===== config.mk =====
export PLATFORM = sky130hd
export DESIGN_NAME = bus_master_arbiter
export DESIGN_NICKNAME = d
export VERILOG_FILES = /design/src/rtl/bus_master_arbiter_pkg.sv /design/src/rtl/bus_master_arbiter_prio_select.sv /design/src/rtl/bus_master_arbiter.sv
export SDC_FILE = /design/constraint.sdc
export NUM_CORES = 1
export LEC_CHECK = 0
export ABC_AREA = 1
export CORE_AREA = 2 2 162 164
export DETAILED_ROUTE_END_ITERATION = 8
export DIE_AREA = 0 0 164 166
export DONT_BUFFER_PORTS = 1
export PLACE_DENSITY = 0.3
export SLEW_MARGIN = 20
export SYNTH_ARGS = -nofsm -noshare
export SYNTH_HDL_FRONTEND = slang
export SYNTH_SLANG_ARGS = --single-unit

===== constraint.sdc =====
create_clock -name clk -period 2.6 [get_ports clk]
set_input_delay 0.78 -clock clk [delete_from_list [all_inputs] [get_ports clk]]
set_output_delay 0.78 -clock clk [all_outputs]
set_load 0.005 [all_outputs]

===== src/rtl/bus_master_arbiter_pkg.sv =====
// bus_master_arbiter_pkg
// Shared definitions for the system bus arbiter: FSM state encodings,
// master index assignments, bus direction / grant / error level constants,
// and a small modular index helper used by the round-robin selector.
// Ports: none (package).
package bus_master_arbiter_pkg;

  typedef enum logic [1:0] {
    ARB_STATE_IDLE  = 2'd0,
    ARB_STATE_BUSY  = 2'd1,
    ARB_STATE_ERROR = 2'd2
  } arb_state_t;

  localparam int MASTER_IF     = 0;
  localparam int MASTER_MEM    = 1;
  localparam int MASTER_ICACHE = 2;
  localparam int MASTER_DCACHE = 3;

  localparam logic BUS_RW_READ       = 1'b1;
  localparam logic BUS_RW_WRITE      = 1'b0;
  localparam logic GRANT_ENABLE      = 1'b1;
  localparam logic GRANT_DISABLE     = 1'b0;
  localparam logic BUS_ERROR_ENABLE  = 1'b1;
  localparam logic BUS_ERROR_DISABLE = 1'b0;

  // Width of a master index; never zero so a single-master build still
  // has a legal vector.
  function automatic int idx_width(input int n);
    return (n > 1) ? $clog2(n) : 1;
  endfunction

  // (base + offset) mod n, for base and offset already below n.
  function automatic int wrap_add(input int base, input int offset, input int n);
    int sum;
    sum = base + offset;
    if (sum >= n) sum = sum - n;
    return sum;
  endfunction

endpackage


===== src/rtl/bus_master_arbiter_prio_select.sv =====
// bus_arb_prio_select
// Combinational winner selection among the requesting masters.
// Default build: fixed priority, index 0 highest.
// With BUS_ARB_ROUND_ROBIN_EN defined: round robin, the search starts at
// 'ptr' and wraps, so the master at 'ptr' has the highest priority.
// Ports:
//   req     in   NUM_MASTERS  request vector
//   ptr     in   IDX_W        round-robin start index (ignored when fixed)
//   winner  out  IDX_W        index of the selected master (0 if none)
//   any_req out  1            at least one request is pending
module bus_arb_prio_select
  import bus_master_arbiter_pkg::*;
#(
  parameter int NUM_MASTERS = 4,
  parameter int IDX_W       = 2
) (
  input  logic [NUM_MASTERS-1:0] req,
  input  logic [IDX_W-1:0]       ptr,
  output logic [IDX_W-1:0]       winner,
  output logic                   any_req
);

`ifdef BUS_ARB_ROUND_ROBIN_EN
  // Scan from the farthest offset back to the pointer so the requester
  // closest to the pointer (offset 0 first) overwrites the others.
  always_comb begin
    winner  = '0;
    any_req = |req;
    for (int k = NUM_MASTERS - 1; k >= 0; k--) begin
      if (req[wrap_add(int'(ptr), k, NUM_MASTERS)])
        winner = IDX_W'(wrap_add(int'(ptr), k, NUM_MASTERS));
    end
  end
`else
  logic unused_ptr;
  assign unused_ptr = ^ptr;

  // Scan downward so the lowest requesting index is the last written.
  always_comb begin
    winner  = '0;
    any_req = |req;
    for (int i = NUM_MASTERS - 1; i >= 0; i--) begin
      if (req[i]) winner = IDX_W'(i);
    end
  end
`endif

endmodule


===== src/rtl/bus_master_arbiter.sv =====
// bus_master_arbiter
// Shares the single system bus between the pipeline-side masters. One owner
// at a time is granted; its address/strobe/direction/write data are muxed
// onto the bus, and bus ready is routed back to it alone. A watchdog turns a
// transfer that never sees bus_rdy into a one-cycle bus error for the owner.
// Optional feature macro: BUS_ARB_ROUND_ROBIN_EN selects round-robin
// arbitration; undefined gives fixed priority (index 0 highest).
// Ports:
//   clk, resetn        clock, asynchronous active-low reset
//   m_req/m_as/m_rw    per-master request, strobe, direction (1 = read)
//   m_addr/m_wdata     per-master address / write data, packed by index
//   m_grant            registered one-hot grant
//   m_rdy/m_rdata      ready to the owner only / broadcast read data
//   m_bus_error        one-cycle watchdog error pulse to the owner
//   bus_*              muxed bus outputs, slave ready and read data in
module bus_master_arbiter
  import bus_master_arbiter_pkg::*;
#(
  parameter int NUM_MASTERS    = 4,
  parameter int ADDR_W         = 32,
  parameter int DATA_W         = 32,
  parameter int TIMEOUT_CYCLES = 255
) (
  input  logic                          clk,
  input  logic                          resetn,
  input  logic [NUM_MASTERS-1:0]        m_req,
  input  logic [NUM_MASTERS*ADDR_W-1:0] m_addr,
  input  logic [NUM_MASTERS-1:0]        m_as,
  input  logic [NUM_MASTERS-1:0]        m_rw,
  input  logic [NUM_MASTERS*DATA_W-1:0] m_wdata,
  output logic [NUM_MASTERS-1:0]        m_grant,
  output logic [NUM_MASTERS-1:0]        m_rdy,
  output logic [DATA_W-1:0]             m_rdata,
  output logic [NUM_MASTERS-1:0]        m_bus_error,
  output logic [ADDR_W-1:0]             bus_addr,
  output logic                          bus_as,
  output logic                          bus_rw,
  output logic [DATA_W-1:0]             bus_wdata,
  input  logic                          bus_rdy,
  input  logic [DATA_W-1:0]             bus_rdata
);

  localparam int IDX_W = idx_width(NUM_MASTERS);

  arb_state_t       state;
  logic [IDX_W-1:0] owner;
  logic [IDX_W-1:0] winner;
  logic [IDX_W-1:0] ptr;
  logic             any_req;
  logic [7:0]       watchdog;
  logic             wd_fire;

  bus_arb_prio_select #(
    .NUM_MASTERS (NUM_MASTERS),
    .IDX_W       (IDX_W)
  ) u_select (
    .req     (m_req),
    .ptr     (ptr),
    .winner  (winner),
    .any_req (any_req)
  );

`ifdef BUS_ARB_ROUND_ROBIN_EN
  // Priority pointer moves to the slot just after each new owner, so the
  // master that was just served drops to lowest priority.
  always_ff @(posedge clk or negedge resetn) begin
    if (!resetn) begin
      ptr <= '0;
    end else if (state == ARB_STATE_IDLE && any_req) begin
      ptr <= IDX_W'(wrap_add(int'(winner), 1, NUM_MASTERS));
    end
  end
`else
  assign ptr = '0;
`endif

  // Bus outputs follow the owner only while a grant is live; otherwise the
  // bus is parked at zero with the strobe low.
  always_comb begin
    bus_as    = 1'b0;
    bus_addr  = '0;
    bus_rw    = 1'b0;
    bus_wdata = '0;
    m_rdy     = '0;
    if (state == ARB_STATE_BUSY) begin
      bus_as        = m_as[owner];
      bus_addr      = m_addr[int'(owner)*ADDR_W +: ADDR_W];
      bus_rw        = m_rw[owner];
      bus_wdata     = m_wdata[int'(owner)*DATA_W +: DATA_W];
      m_rdy[owner]  = bus_rdy;
    end
  end

  assign m_rdata = bus_rdata;

  // The watchdog fires on the last stalled cycle; a ready in that same
  // cycle suppresses it because bus_rdy is part of the condition.
  assign wd_fire = (state == ARB_STATE_BUSY) && bus_as && !bus_rdy &&
                   (watchdog == 8'(TIMEOUT_CYCLES - 1));

  // Arbitration FSM. IDLE always lasts at least one cycle between owners,
  // which gives the bus a turnaround cycle. A release by the owner takes
  // precedence over a watchdog expiry in the same cycle, since there is no
  // longer anyone to report the error to.
  always_ff @(posedge clk or negedge resetn) begin
    if (!resetn) begin
      state       <= ARB_STATE_IDLE;
      m_grant     <= '0;
      owner       <= '0;
      watchdog    <= '0;
      m_bus_error <= '0;
    end else begin
      m_bus_error <= '0;
      case (state)
        ARB_STATE_IDLE: begin
          watchdog <= '0;
          if (any_req) begin
            m_grant         <= '0;
            m_grant[winner] <= GRANT_ENABLE;
            owner           <= winner;
            state           <= ARB_STATE_BUSY;
          end
        end
        ARB_STATE_BUSY: begin
          if (!m_req[owner]) begin
            m_grant  <= '0;
            watchdog <= '0;
            state    <= ARB_STATE_IDLE;
          end else if (wd_fire) begin
            m_grant            <= '0;
            watchdog           <= '0;
            m_bus_error[owner] <= BUS_ERROR_ENABLE;
            state              <= ARB_STATE_ERROR;
          end else if (bus_as && !bus_rdy) begin
            watchdog <= watchdog + 8'd1;
          end else begin
            watchdog <= '0;
          end
        end
        ARB_STATE_ERROR: begin
          state <= ARB_STATE_IDLE;
        end
        default: begin
          m_grant <= '0;
          state   <= ARB_STATE_IDLE;
        end
      endcase
    end
  end

endmodule

==> key figures <==
Timing
  • Max Slew Vio Count: 0
  • Clock period minus worst slack: 2575 ps
  • Hold slack final: 209.5 ps
  • Hold Fails Final Rpt: 0
  • Worst slew pin tran: 458.6 ps
  • Highest Clock Rate: 388.3 MHz
  • Headroom to the max-slew limit: 69.43%
  • Number of setup violations in the final report: 0
  • Final total negative setup slack: 0 ps
  • Setup repair after global routing missed its margin: true
  • Final clock skew: just under 9 ps
  • Share of the clock period used by the worst path: between 90% and 100%

Drt
  • Via Count: 3856
  • Iteration-0 DRC count of the detailed router: 283
  • Highest Signal Layer: met5
  • Number of remaining DRC errors: 0
  • Wire length on met1: 6.791 mm
  • Wire length on met2: 8.647 mm
  • Avg Vias per Cell: 4.906
  • Average wire per cell in the routed design: 21.90 µm
  • Antenna Nets Post-Route: 0
  • Drt total wl: 17.21 mm
  • First-pass detailed-route iteration total: 4
  • Met3 Routed Length: 1.565 mm

Power
  • Post-route total power: ~0.0045 W
  • Comb pwr share: about four fifths
  • Net switching power figure: 0.002549 W
  • Pwr per Cell Area: roughly 1200 nW/µm²
  • Internal cell power: 0.001998 W
  • Proportion of power drawn by flip-flops and latches: 9.3%
  • Leakage Power: 1.179 nW
  • Clock power frac: 9.5%
  • Sw frac: 56.05%
  • Maximum vdd drop: 0.3113 mV

Clocking
  • CTS root buffer: sky130_fd_sc_hd__clkbuf_16
  • Clk slew on worst S/H paths: 60 ps
  • CTS tree: done
  • Clock latency at the later pin of the worst-skew pair: 260 ps
  • Number of buffers on the longest clock path: 2
  • CTS H-tree lvls: 1
  • TritonCTS Sinks: 20
  • Inserted Clock Buffers: 3

Yosys
  • Distinct cell type count after synthesis: 29
  • Primary FF master, synth: sky130_fd_sc_hd__dfrtp_1
  • Proportion of synthesized flip-flops having asynchronous set or reset: 100.0%
  • Syn_area_per_cell: 6.426 µm²
  • Synth cell count leaders: sky130_fd_sc_hd__nand3_1 (139), sky130_fd_sc_hd__a22oi_1 (65), sky130_fd_sc_hd__a31oi_1 (65), sky130_fd_sc_hd__nand2_1 (55), sky130_fd_sc_hd__buf_4 (41)
  • Post-Synthesis Cells: between 500 and 600
  • Synth Register Bits: 20
  • Net count of the mapped netlist: 806
  • Sequential fraction of the synthesis area: 15.55%
  • Cell type with the largest total area after synthesis: sky130_fd_sc_hd__nand3_1
  • Number of flops mapped to enable cells by yosys: 0
  • Count of yosys warnings during synthesis: 0
  • Synth top area cells: sky130_fd_sc_hd__nand3_1 (22%), sky130_fd_sc_hd__dfrtp_1 (16%), sky130_fd_sc_hd__a22oi_1 (15%), sky130_fd_sc_hd__a31oi_1 (13%), sky130_fd_sc_hd__buf_4 (9.6%)
  • Post-synth top area share: 21.61%
  • Most common cell in the netlist: sky130_fd_sc_hd__nand3_1
  • Syn Std Cell Area: 3219 µm²

Finish
  • Fin cells: between 700 and 800
  • Post-layout nets: 757
  • Number of inserted diodes: 0
  • Layout cell share with drive strength beyond 1: 12.64%
  • Fin util: 14.20%
  • Area added between synthesis and finish: 13.02%

Worst setup path
  • Endpoint arrival time on the critical path: 1800 ps
  • R2r setup slk: 820 ps
  • Type of origin of the critical path: flop
  • Cell family with most CP delay: flip-flops
  • Max stage delay cell, worst path: sky130_fd_sc_hd__dfrtp_4
  • R2r endpoint: watchdog[1]
  • CP required: 1820 ps
  • Number of cells on the worst reg-to-reg path: 10
  • Crit path cell chain: buf_16 -> nand3_1 -> a31oi_1 -> buf_4
  • Reg2reg start: owner[0]
  • Endpoint kind of the worst setup timing path: primary output
  • Worst Path Class, Setup: reg -> out
  • CP Buf/Inv Count: 2
  • Highest fanout seen on the critical path: between 100 and 150
  • Maximum single-stage delay on the critical path: 480 ps

Run status
  • Run status: complete, no violations

GRT
  • Overflow left after global routing: 0
  • Global-route wire length before repair: 23.76 mm
  • Global routing usage summed across all routing layers: 11.46%
  • Largest net degree at the start of global routing: 102
  • Via count of the first global-routing pass: 3631
  • Antenna violations before repair: 1

Place
  • HPWL after detailed placement: 13.18 mm
  • Routability cong.: 0.8779
  • Buffers added on ports: 0
  • Instance count after placement with tap cells included: 779

Floorplanning
  • Number of placement rows: 59
  • Boundary pin count: 413
  • Die Y: 166 µm
  • Die area: 27220 µm²
  • Width of the chip: 164 µm
  • Initial core utilization: between 10% and 20%
  • Core area: 25620 µm²

Flow run
  • Number of max-capacitance violations reported: 0

Worst hold path
  • Hold crit path type: in -> async
==> flip-flops by register name, indices dropped and copies added (netlist names) <==
register     flops
m_grant          4
watchdog         8
m_bus_error      4
state            2
owner            2
==> layout by cell type (no fill, tap or decap) <==
master and count:
sky130_fd_sc_hd__nand3_1 139, sky130_fd_sc_hd__a31oi_1 64, sky130_fd_sc_hd__a22oi_1 63, sky130_fd_sc_hd__nand2_1 55
sky130_fd_sc_hd__nor2_1 21, sky130_fd_sc_hd__buf_4 19, sky130_fd_sc_hd__dfrtp_1 18, sky130_fd_sc_hd__inv_1 13
sky130_fd_sc_hd__buf_12 7, sky130_fd_sc_hd__nor3_1 6, sky130_fd_sc_hd__inv_2 4, sky130_fd_sc_hd__clkbuf_16 4
sky130_fd_sc_hd__inv_4 3, sky130_fd_sc_hd__nand2_2 3, sky130_fd_sc_hd__nor2_4 3, sky130_fd_sc_hd__o21ai_0 3
sky130_fd_sc_hd__xor2_1 3, sky130_fd_sc_hd__a22oi_2 2, sky130_fd_sc_hd__a21oi_1 2, sky130_fd_sc_hd__nand2_4 2
sky130_fd_sc_hd__ha_1 2, sky130_fd_sc_hd__nand4_4 1, sky130_fd_sc_hd__nor2_2 1, sky130_fd_sc_hd__o211ai_1 1
sky130_fd_sc_hd__a31oi_2 1, sky130_fd_sc_hd__o21bai_1 1, sky130_fd_sc_hd__nand3_2 1, sky130_fd_sc_hd__nand3b_1 1
sky130_fd_sc_hd__xnor2_1 1, sky130_fd_sc_hd__o21ai_1 1, sky130_fd_sc_hd__bufinv_16 1, sky130_fd_sc_hd__bufbuf_16 1
sky130_fd_sc_hd__dfrtp_2 1, sky130_fd_sc_hd__dfrtp_4 1, sky130_fd_sc_hd__buf_6 1, sky130_fd_sc_hd__buf_16 1
==> area by class of cell <==
class	count	area, µm²
multi-input combinational	377	2147
clock inverter	1	30.03
timing repair buffer	30	379.1
tap	335	419.2
fill	2923	21980
clock buffer	3	75.07
inverter	20	82.58
sequential	20	505.5
==> logic make-up after synthesis <==
group | count (synthesis) | share of synthesized area, %
adder cells (fa/ha/maj) | 2 | 0.7772
XOR/XNOR | 4 | 1.088
flip-flops | 20 | 15.55
buffers and inverters | 104 | 18.42
AO/OA/AOI/OAI | 138 | 29.19
AND/OR/NAND/NOR | 233 | 34.98
==> worst max path at each step <==
stage	from	cells after the start	to
finish	owner[1]	4	bus_addr[28]
global route	owner[1]	4	bus_addr[28]
CTS	owner[1]	5	bus_addr[28]
detailed placement	owner[1]	5	bus_addr[28]
global placement	owner[0]	5	bus_addr[28]
floorplan	owner[1]	8	bus_addr[0]
==> worst reg2reg max path, stage by stage, from the launching register on <==
cell	delay, ps
sky130_fd_sc_hd__dfrtp_2	460
sky130_fd_sc_hd__buf_4	320
sky130_fd_sc_hd__nand2_1	90
sky130_fd_sc_hd__nand2_1	100
sky130_fd_sc_hd__nand2_1	110
sky130_fd_sc_hd__nand2_2	120
sky130_fd_sc_hd__nand4_4	140
sky130_fd_sc_hd__nand2_4	160
sky130_fd_sc_hd__inv_4	60
sky130_fd_sc_hd__nand2_1	60
sky130_fd_sc_hd__nand2_1	50
==> stage by stage <==
| stage | setup WS, ps | cell area [µm²] |
|---|---|---|
| detailed placement | 275.1 | 3426 |
| CTS | 23.60 | 3563 |
| finish | 24.88 | 3638 |
| global route | -28.61 | 3638 |
| floorplan | 615.3 | 3219 |
| global placement | 295.0 | 3426 |
==> power by group through the flow <==
stage	combinational (W)	sequential [W]	clock, W
after global routing	0.00402	0.000433	0.000463
after CTS	0.00356	0.000427	0.000446
after floorplan	0.00245	0.000380	0
after global placement	0.00350	0.000434	0
final	0.00369	0.000423	0.000432
after detailed placement	0.00343	0.000432	0
==> per-layer routing <==
layer,vias to the layer above,GRT usage [%]
met1,1813,14.34
met2,293,20.09
met5,-,0
met3,18,2.797
met4,2,1.831
li1,1730,-
==> what timing repair did <==
action | in CTS | in global routing
cloned | 1 | 1
setup buffers | 0 | 1
setup endpoints to repair | 1 | 20
pin swaps | 0 | 1
gates resized for setup | 0 | 6
hold buffers | 0 | 0
No activity file was read; power rests on OpenSTA's default activity.
